[config.mk]
export PLATFORM = sky130hd
export DESIGN_NAME = gold_correlator_rx
export DESIGN_NICKNAME = d
export VERILOG_FILES = /design/src/rtl/gold_correlator_rx.sv
export SDC_FILE = /design/constraint.sdc
export NUM_CORES = 1
export LEC_CHECK = 0
export CAP_MARGIN = 15
export CORE_MARGIN = 2
export CORE_UTILIZATION = 50
export DETAILED_ROUTE_END_ITERATION = 10
export GPL_TIMING_DRIVEN = 0
export PLACE_DENSITY = 0.69
export SLEW_MARGIN = 40
export SYNTH_ARGS = -nofsm -noshare
export SYNTH_HDL_FRONTEND = slang
export SYNTH_SLANG_ARGS = --single-unit
[constraint.sdc]
create_clock -name clkin -period 4.7 [get_ports clkin]
set_input_delay 0.94 -clock clkin [delete_from_list [all_inputs] [get_ports clkin]]
set_output_delay 0.94 -clock clkin [all_outputs]
set_load 0.02 [all_outputs]
[src/rtl/gold_correlator_rx.sv]
// -----------------------------------------------------------------------------
// gold_correlator_rx
//
// Receive-side Gold code correlator. The block regenerates the transmitter's
// Gold sequence from two 6-bit m-sequence LFSRs. The m2 phase is set by
// code2_i. Incoming chips are correlated against this local code over one
// code period. While searching, the local code is slipped one chip per failed
// period until |correlation| reaches THRESH. Once locked, the block despreads
// one data bit per period and drops lock after MISS_MAX consecutive weak
// periods.
//
// Ports:
//   clkin         system clock, rising edge
//   rstn          asynchronous active-low reset
//   start_i       one-cycle pulse: latch code2_i and (re)start acquisition
//   code2_i       m2 phase offset in chips, 0..N-1
//   chip_i        received chip (0/1)
//   chip_valid_i  chip_i qualifier
//   ready_o       high while chips are accepted (SEARCH or LOCK)
//   corr_o        signed correlation of the last completed period
//   corr_valid_o  one-cycle pulse when corr_o updates
//   lock_o        high in LOCK
//   phase_o       number of slips applied, mod N
//   bit_o         despread data bit (1 when correlation is negative)
//   bit_valid_o   one-cycle pulse with bit_o, LOCK periods only
// -----------------------------------------------------------------------------
module gold_correlator_rx #(
  parameter int                N        = 63,
  parameter int                LENGTH   = $clog2(N),
  parameter logic [LENGTH-1:0] POLY1    = 6'b000011,
  parameter logic [LENGTH-1:0] POLY2    = 6'b100111,
  parameter logic [6:0]        THRESH   = 7'd40,
  parameter int                MISS_MAX = 3
) (
  input  logic                clkin,
  input  logic                rstn,
  input  logic                start_i,
  input  logic [LENGTH-1:0]   code2_i,
  input  logic                chip_i,
  input  logic                chip_valid_i,
  output logic                ready_o,
  output logic signed [6:0]   corr_o,
  output logic                corr_valid_o,
  output logic                lock_o,
  output logic [LENGTH-1:0]   phase_o,
  output logic                bit_o,
  output logic                bit_valid_o
);

  localparam int ACC_W  = 7;
  localparam int MISS_W = $clog2(MISS_MAX + 1);

  localparam logic signed [ACC_W-1:0] ACC_P1 = 7'sd1;
  localparam logic signed [ACC_W-1:0] ACC_M1 = -7'sd1;

  typedef enum logic [1:0] {
    IDLE    = 2'd0,
    PRELOAD = 2'd1,
    SEARCH  = 2'd2,
    LOCK    = 2'd3
  } state_t;

  // Fibonacci step: output is s[0], feedback enters at the top bit.
  function automatic logic [LENGTH-1:0] f_lfsr_step(input logic [LENGTH-1:0] s,
                                                    input logic [LENGTH-1:0] poly);
    return {^(s & poly), s[LENGTH-1:1]};
  endfunction

  // |acc| fits in ACC_W-1 bits because |acc| <= N, so negation never overflows.
  function automatic logic [ACC_W-1:0] f_abs(input logic signed [ACC_W-1:0] v);
    return v[ACC_W-1] ? -v : v;
  endfunction

  function automatic logic [LENGTH-1:0] f_phase_inc(input logic [LENGTH-1:0] p);
    return (p == LENGTH'(N - 1)) ? '0 : p + LENGTH'(1);
  endfunction

  state_t                   r_state;
  logic [LENGTH-1:0]        r_lfsr1;
  logic [LENGTH-1:0]        r_lfsr2;
  logic [LENGTH-1:0]        r_cnt;
  logic [LENGTH-1:0]        r_chip_cnt;
  logic signed [ACC_W-1:0]  r_acc;
  logic                     r_slip;
  logic [MISS_W-1:0]        r_miss;
  logic [LENGTH-1:0]        r_phase;
  logic signed [ACC_W-1:0]  r_corr;
  logic                     r_corr_valid;
  logic                     r_lock;
  logic                     r_bit;
  logic                     r_bit_valid;

  logic                     w_local;
  logic signed [ACC_W-1:0]  w_acc_nxt;
  logic                     w_last;
  logic                     w_hit;

  assign w_local   = r_lfsr1[0] ^ r_lfsr2[0];
  assign w_acc_nxt = r_acc + ((chip_i == w_local) ? ACC_P1 : ACC_M1);
  assign w_last    = (r_chip_cnt == LENGTH'(N - 1));
  assign w_hit     = (f_abs(w_acc_nxt) >= THRESH);

  // Reset is asserted asynchronously; release is assumed synchronised upstream.
  always_ff @(posedge clkin or negedge rstn) begin
    if (!rstn) begin
      r_state      <= IDLE;
      r_lfsr1      <= '1;
      r_lfsr2      <= '1;
      r_cnt        <= '0;
      r_chip_cnt   <= '0;
      r_acc        <= '0;
      r_slip       <= 1'b0;
      r_miss       <= '0;
      r_phase      <= '0;
      r_corr       <= '0;
      r_corr_valid <= 1'b0;
      r_lock       <= 1'b0;
      r_bit        <= 1'b0;
      r_bit_valid  <= 1'b0;
    end else begin
      r_corr_valid <= 1'b0;
      r_bit_valid  <= 1'b0;
      if (start_i) begin
        // Restart has priority over everything, including a period end.
        // corr_o is deliberately left holding its last value.
        r_lfsr1    <= '1;
        r_lfsr2    <= '1;
        r_cnt      <= code2_i;
        r_chip_cnt <= '0;
        r_acc      <= '0;
        r_slip     <= 1'b0;
        r_miss     <= '0;
        r_phase    <= '0;
        r_lock     <= 1'b0;
        r_state    <= (code2_i == '0) ? SEARCH : PRELOAD;
      end else begin
        case (r_state)
          IDLE: begin
            r_state <= IDLE;
          end
          PRELOAD: begin
            // One m2 step per clock; code2_i steps in total.
            r_lfsr2 <= f_lfsr_step(r_lfsr2, POLY2);
            r_cnt   <= r_cnt - LENGTH'(1);
            if (r_cnt <= LENGTH'(1)) r_state <= SEARCH;
          end
          SEARCH, LOCK: begin
            if (chip_valid_i) begin
              if (r_slip) begin
                // Discarding one received chip retards the local code by one chip.
                r_slip <= 1'b0;
              end else begin
                r_lfsr1 <= f_lfsr_step(r_lfsr1, POLY1);
                r_lfsr2 <= f_lfsr_step(r_lfsr2, POLY2);
                if (w_last) begin
                  r_acc        <= '0;
                  r_chip_cnt   <= '0;
                  r_corr       <= w_acc_nxt;
                  r_corr_valid <= 1'b1;
                  if (r_state == SEARCH) begin
                    if (w_hit) begin
                      r_state <= LOCK;
                      r_lock  <= 1'b1;
                      r_miss  <= '0;
                    end else begin
                      r_slip  <= 1'b1;
                      r_phase <= f_phase_inc(r_phase);
                    end
                  end else begin
                    // A bit is emitted every locked period, even the one dropping lock.
                    r_bit_valid <= 1'b1;
                    r_bit       <= w_acc_nxt[ACC_W-1];
                    if (w_hit) begin
                      r_miss <= '0;
                    end else if (r_miss == MISS_W'(MISS_MAX - 1)) begin
                      r_state <= SEARCH;
                      r_lock  <= 1'b0;
                      r_slip  <= 1'b1;
                      r_phase <= f_phase_inc(r_phase);
                      r_miss  <= '0;
                    end else begin
                      r_miss <= r_miss + MISS_W'(1);
                    end
                  end
                end else begin
                  r_acc      <= w_acc_nxt;
                  r_chip_cnt <= r_chip_cnt + LENGTH'(1);
                end
              end
            end
          end
          default: begin
            r_state <= IDLE;
          end
        endcase
      end
    end
  end

  assign ready_o      = (r_state == SEARCH) || (r_state == LOCK);
  assign corr_o       = r_corr;
  assign corr_valid_o = r_corr_valid;
  assign lock_o       = r_lock;
  assign phase_o      = r_phase;
  assign bit_o        = r_bit;
  assign bit_valid_o  = r_bit_valid;

endmodule

==> results.cfg <==
[setup_path]
reg2reg_to = phase_o[0]
r2r_setup_slack_ns = 0.99
startpoint_type = input port
required_ns = 4.91
startpoint = chip_i
critPathKind = in -> reg
reg2reg_from = r_lfsr1[0]
cp_max_fo = 7
end_kind = flip-flop
crit_arrival_ns = 4.26
rr_worst_depth = 10

[clocking]
post-cts-setup-buffers = 0
cts_buffer_depth = 2
cts.repair.resized = 0
numCtsBuffers = 5
cts_tree = done
cts_root_buffer = clkbuf_8
ctsHtreeMaxLevel = 2
clock_latency_ns = 0.31
cts.clk_slew.worst_paths_ns = 0.10
numClockSinks = 53
hold_buffers = 0

[synth]
seq_area_frac_synth = 0.457
netlist_instances = 293
postSynth.asyncResetShare = 1.00
yosys_register_bits = 53
ys.flop_type = dfrtp_1
synthesis.nets = 318
syn-cell-area_um2 = 2940
muxShareOfSynthArea = 0.0264
avgSynthCellArea_um2 = 10.0
yosysWarnings = 0
yosys.area.top_type = dfrtp_1
synth_fa_ha_area_frac = 0.0622
synth_simple_gate_area_frac = 0.184
synth_top_cell_area_share = 0.349
yosys-top-cells-area = dfrtp_1 35%, dfstp_2 11%, ha_1 5.5%
synth_edf_count = 0
synth-compound-area-share = 0.180
synth_top_family_by_area = simple AND/OR/NAND/NOR gates
synth_xor_area_frac = 0.0639
ys_types = 54

[pwr]
swShare = 0.359
clock_power_share = 0.221
p_sw_mw = 0.432
p_int_mw = 0.770
power_frac_seq = 0.447
pwr-share-comb = 0.332
p_leak_nw = 1.46
vdd_drop_max_uv = 193
p_per_area_nw_per_um2 = 352
power_mw = 1.20

[timing]
period_needed_ns = 4.05
rsz0062_at_grt = no
fin_crit_sh = 0.861
holdWs_ns = 0.491
setup_viol = 0
clock_skew_ns = 0.00715
fmax_mhz = 247
setup_tns_ns = 0
maxSlewHeadroom = 0.467
worstMarginPinSlew_ns = 0.799
final-hold-violation-count = 0
final_max_slew_viol_count = 0

[floorplanning]
io_pins = 29
die_x_um = 80.7
start_util = 0.527
die_h_um = 80.7
floorplan.die_area_um2 = 6500
core-area_um2 = 5570
rows = 27

[finish]
n_antenna_cell = 0
instances_no_fill = 402
fill_cells = 485
final_common_cell = dfrtp_1
finalInstanceArea_um2 = 3420
syn_to_final_growth_pct = 16.4
layout_common_cells = 41 x dfrtp_1, 32 x nand2_1, 27 x clkdlybuf4s50_1, 26 x nor2_1, 20 x o21ai_0
fin_nets = 354
drive_gt1_frac = 0.124

[routing]
num_vias = 2268
dr.pass1.iters = 4
vias_per_cell = 5.64
drt_wl_total_mm = 6.09
ant_nets = 0
drt_iter0_markers = 92
drc = 0
wl_per_cell_um = 15.1

[placement]
dp_cells = 394
dp_hpwl_mm = 4.43
placed_area_um2 = 3330
gp_congestion = 0.868
numPortBuffers = 28

[grt]
grt_use_total = 0.215
antenna_found_initial = 0
grt.overflow.total = 0
grt_pass1_vias = 2302
grt_max_degree = 30
grt_pass1_wl_mm = 10.9

[hold_path]
hp-class = reg -> reg
min_from = r_lfsr2[3]
holdPathStages = 2
min_to = r_lfsr2[3]

[status]
outcome = finished, final reports clean

[run]
max_cap_violations = 0
==> Yosys cell counts (3+ instances only) <==
cell type,number
a21o_1,3
a21oi_1,9
a22o_1,5
clkbuf_1,7
dfrtp_1,41
dfstp_2,12
ha_1,13
inv_1,10
mux2_2,5
nand2_1,32
nand2b_1,8
nand3_1,6
nand4_1,4
nor2_1,27
nor2b_1,7
nor3_1,11
o211ai_1,3
o21a_1,3
o21ai_0,20
o21ai_1,5
o22a_1,6
xnor2_1,6
xor2_1,11
==> worst max-delay path by stage <==
stage / endpoint / depth (start not counted)
finish: phase_o[0] / 11
global route: phase_o[0] / 11
CTS: phase_o[0] / 11
detailed placement: phase_o[4] / 11
global placement: phase_o[4] / 11
floorplan: phase_o[4] / 10
==> per-stage QoR <==
| stage | util | worst slack [ns] |
|---|---|---|
| 6_report | 0.613 | 0.652 |
| 5_1_grt | 0.613 | 0.485 |
| 4_1_cts | 0.613 | 0.628 |
| 3_5_place_dp | 0.597 | 0.323 |
| 3_3_place_gp | 0.593 | 0.370 |
| 2_1_floorplan | - | 1.07 |
==> state kept, by name, indices dropped and copies added, names as in the netlist <==
register and count:
corr_o 7, r_miss 2, bit_o 1, r_lfsr2 6
lock_o 1, bit_valid_o 1, r_slip 1, r_cnt 6
r_state 2, phase_o 6, corr_valid_o 1, r_chip_cnt 6
r_lfsr1 6, r_acc 7
==> critical path, stage by stage <==
cell and delay (ns):
clkdlybuf4s50_1 0.41, xnor3_1 0.30, inv_1 0.19, fa_1 0.48, a211oi_4 0.34, mux2_1 0.35, a211o_1 0.33, nor4b_4 0.30
a31o_2 0.25, nor2_1 0.12, o31ai_1 0.25
==> power groups by stage <==
| stage | sequential, mW | clock (mW) | combinational (mW) |
|---|---|---|---|
| floorplan | 0.543 | 0 | 0.297 |
| global placement | 0.544 | 0 | 0.389 |
| detailed placement | 0.547 | 0 | 0.398 |
| CTS | 0.538 | 0.274 | 0.401 |
| global route | 0.544 | 0.290 | 0.448 |
| finish | 0.538 | 0.266 | 0.399 |
==> layer usage <==
layer / up-vias / global-route usage / routed length [um] / part of all wire
met5: - / 0 / 0 / 0
met2: 42 / 0.348 / 2860 / 0.47
met4: 0 / 0.0458 / 47 / 0.0077
met3: 7 / 0.0438 / 188 / 0.031
met1: 1115 / 0.300 / 3000 / 0.49
li1: 1104 / - / - / -
==> area by class of cell <==
| class | count | area [um2] | share of cell area |
|---|---|---|---|
| multi-input combinational | 221 | 1520 | 0.445 |
| sequential | 53 | 1340 | 0.392 |
| timing repair buffer | 29 | 298 | 0.0871 |
| tap | 72 | 90.1 | 0.0263 |
| clock buffer | 5 | 68.8 | 0.0201 |
| buffer | 9 | 41.3 | 0.0121 |
| inverter | 10 | 37.5 | 0.0110 |
| clock inverter | 3 | 22.5 | 0.00659 |
==> cell families (layout without fill, tap and decap cells) <==
kind of cell | after synthesis | after routing
simple gates | 109 | 109
compound gates | 72 | 72
flops | 53 | 53
xor+xnor | 19 | 19
buf+inv | 19 | 56
fa+ha+maj | 14 | 14
mux | 7 | 7
Power figures use the tool's default switching activity.
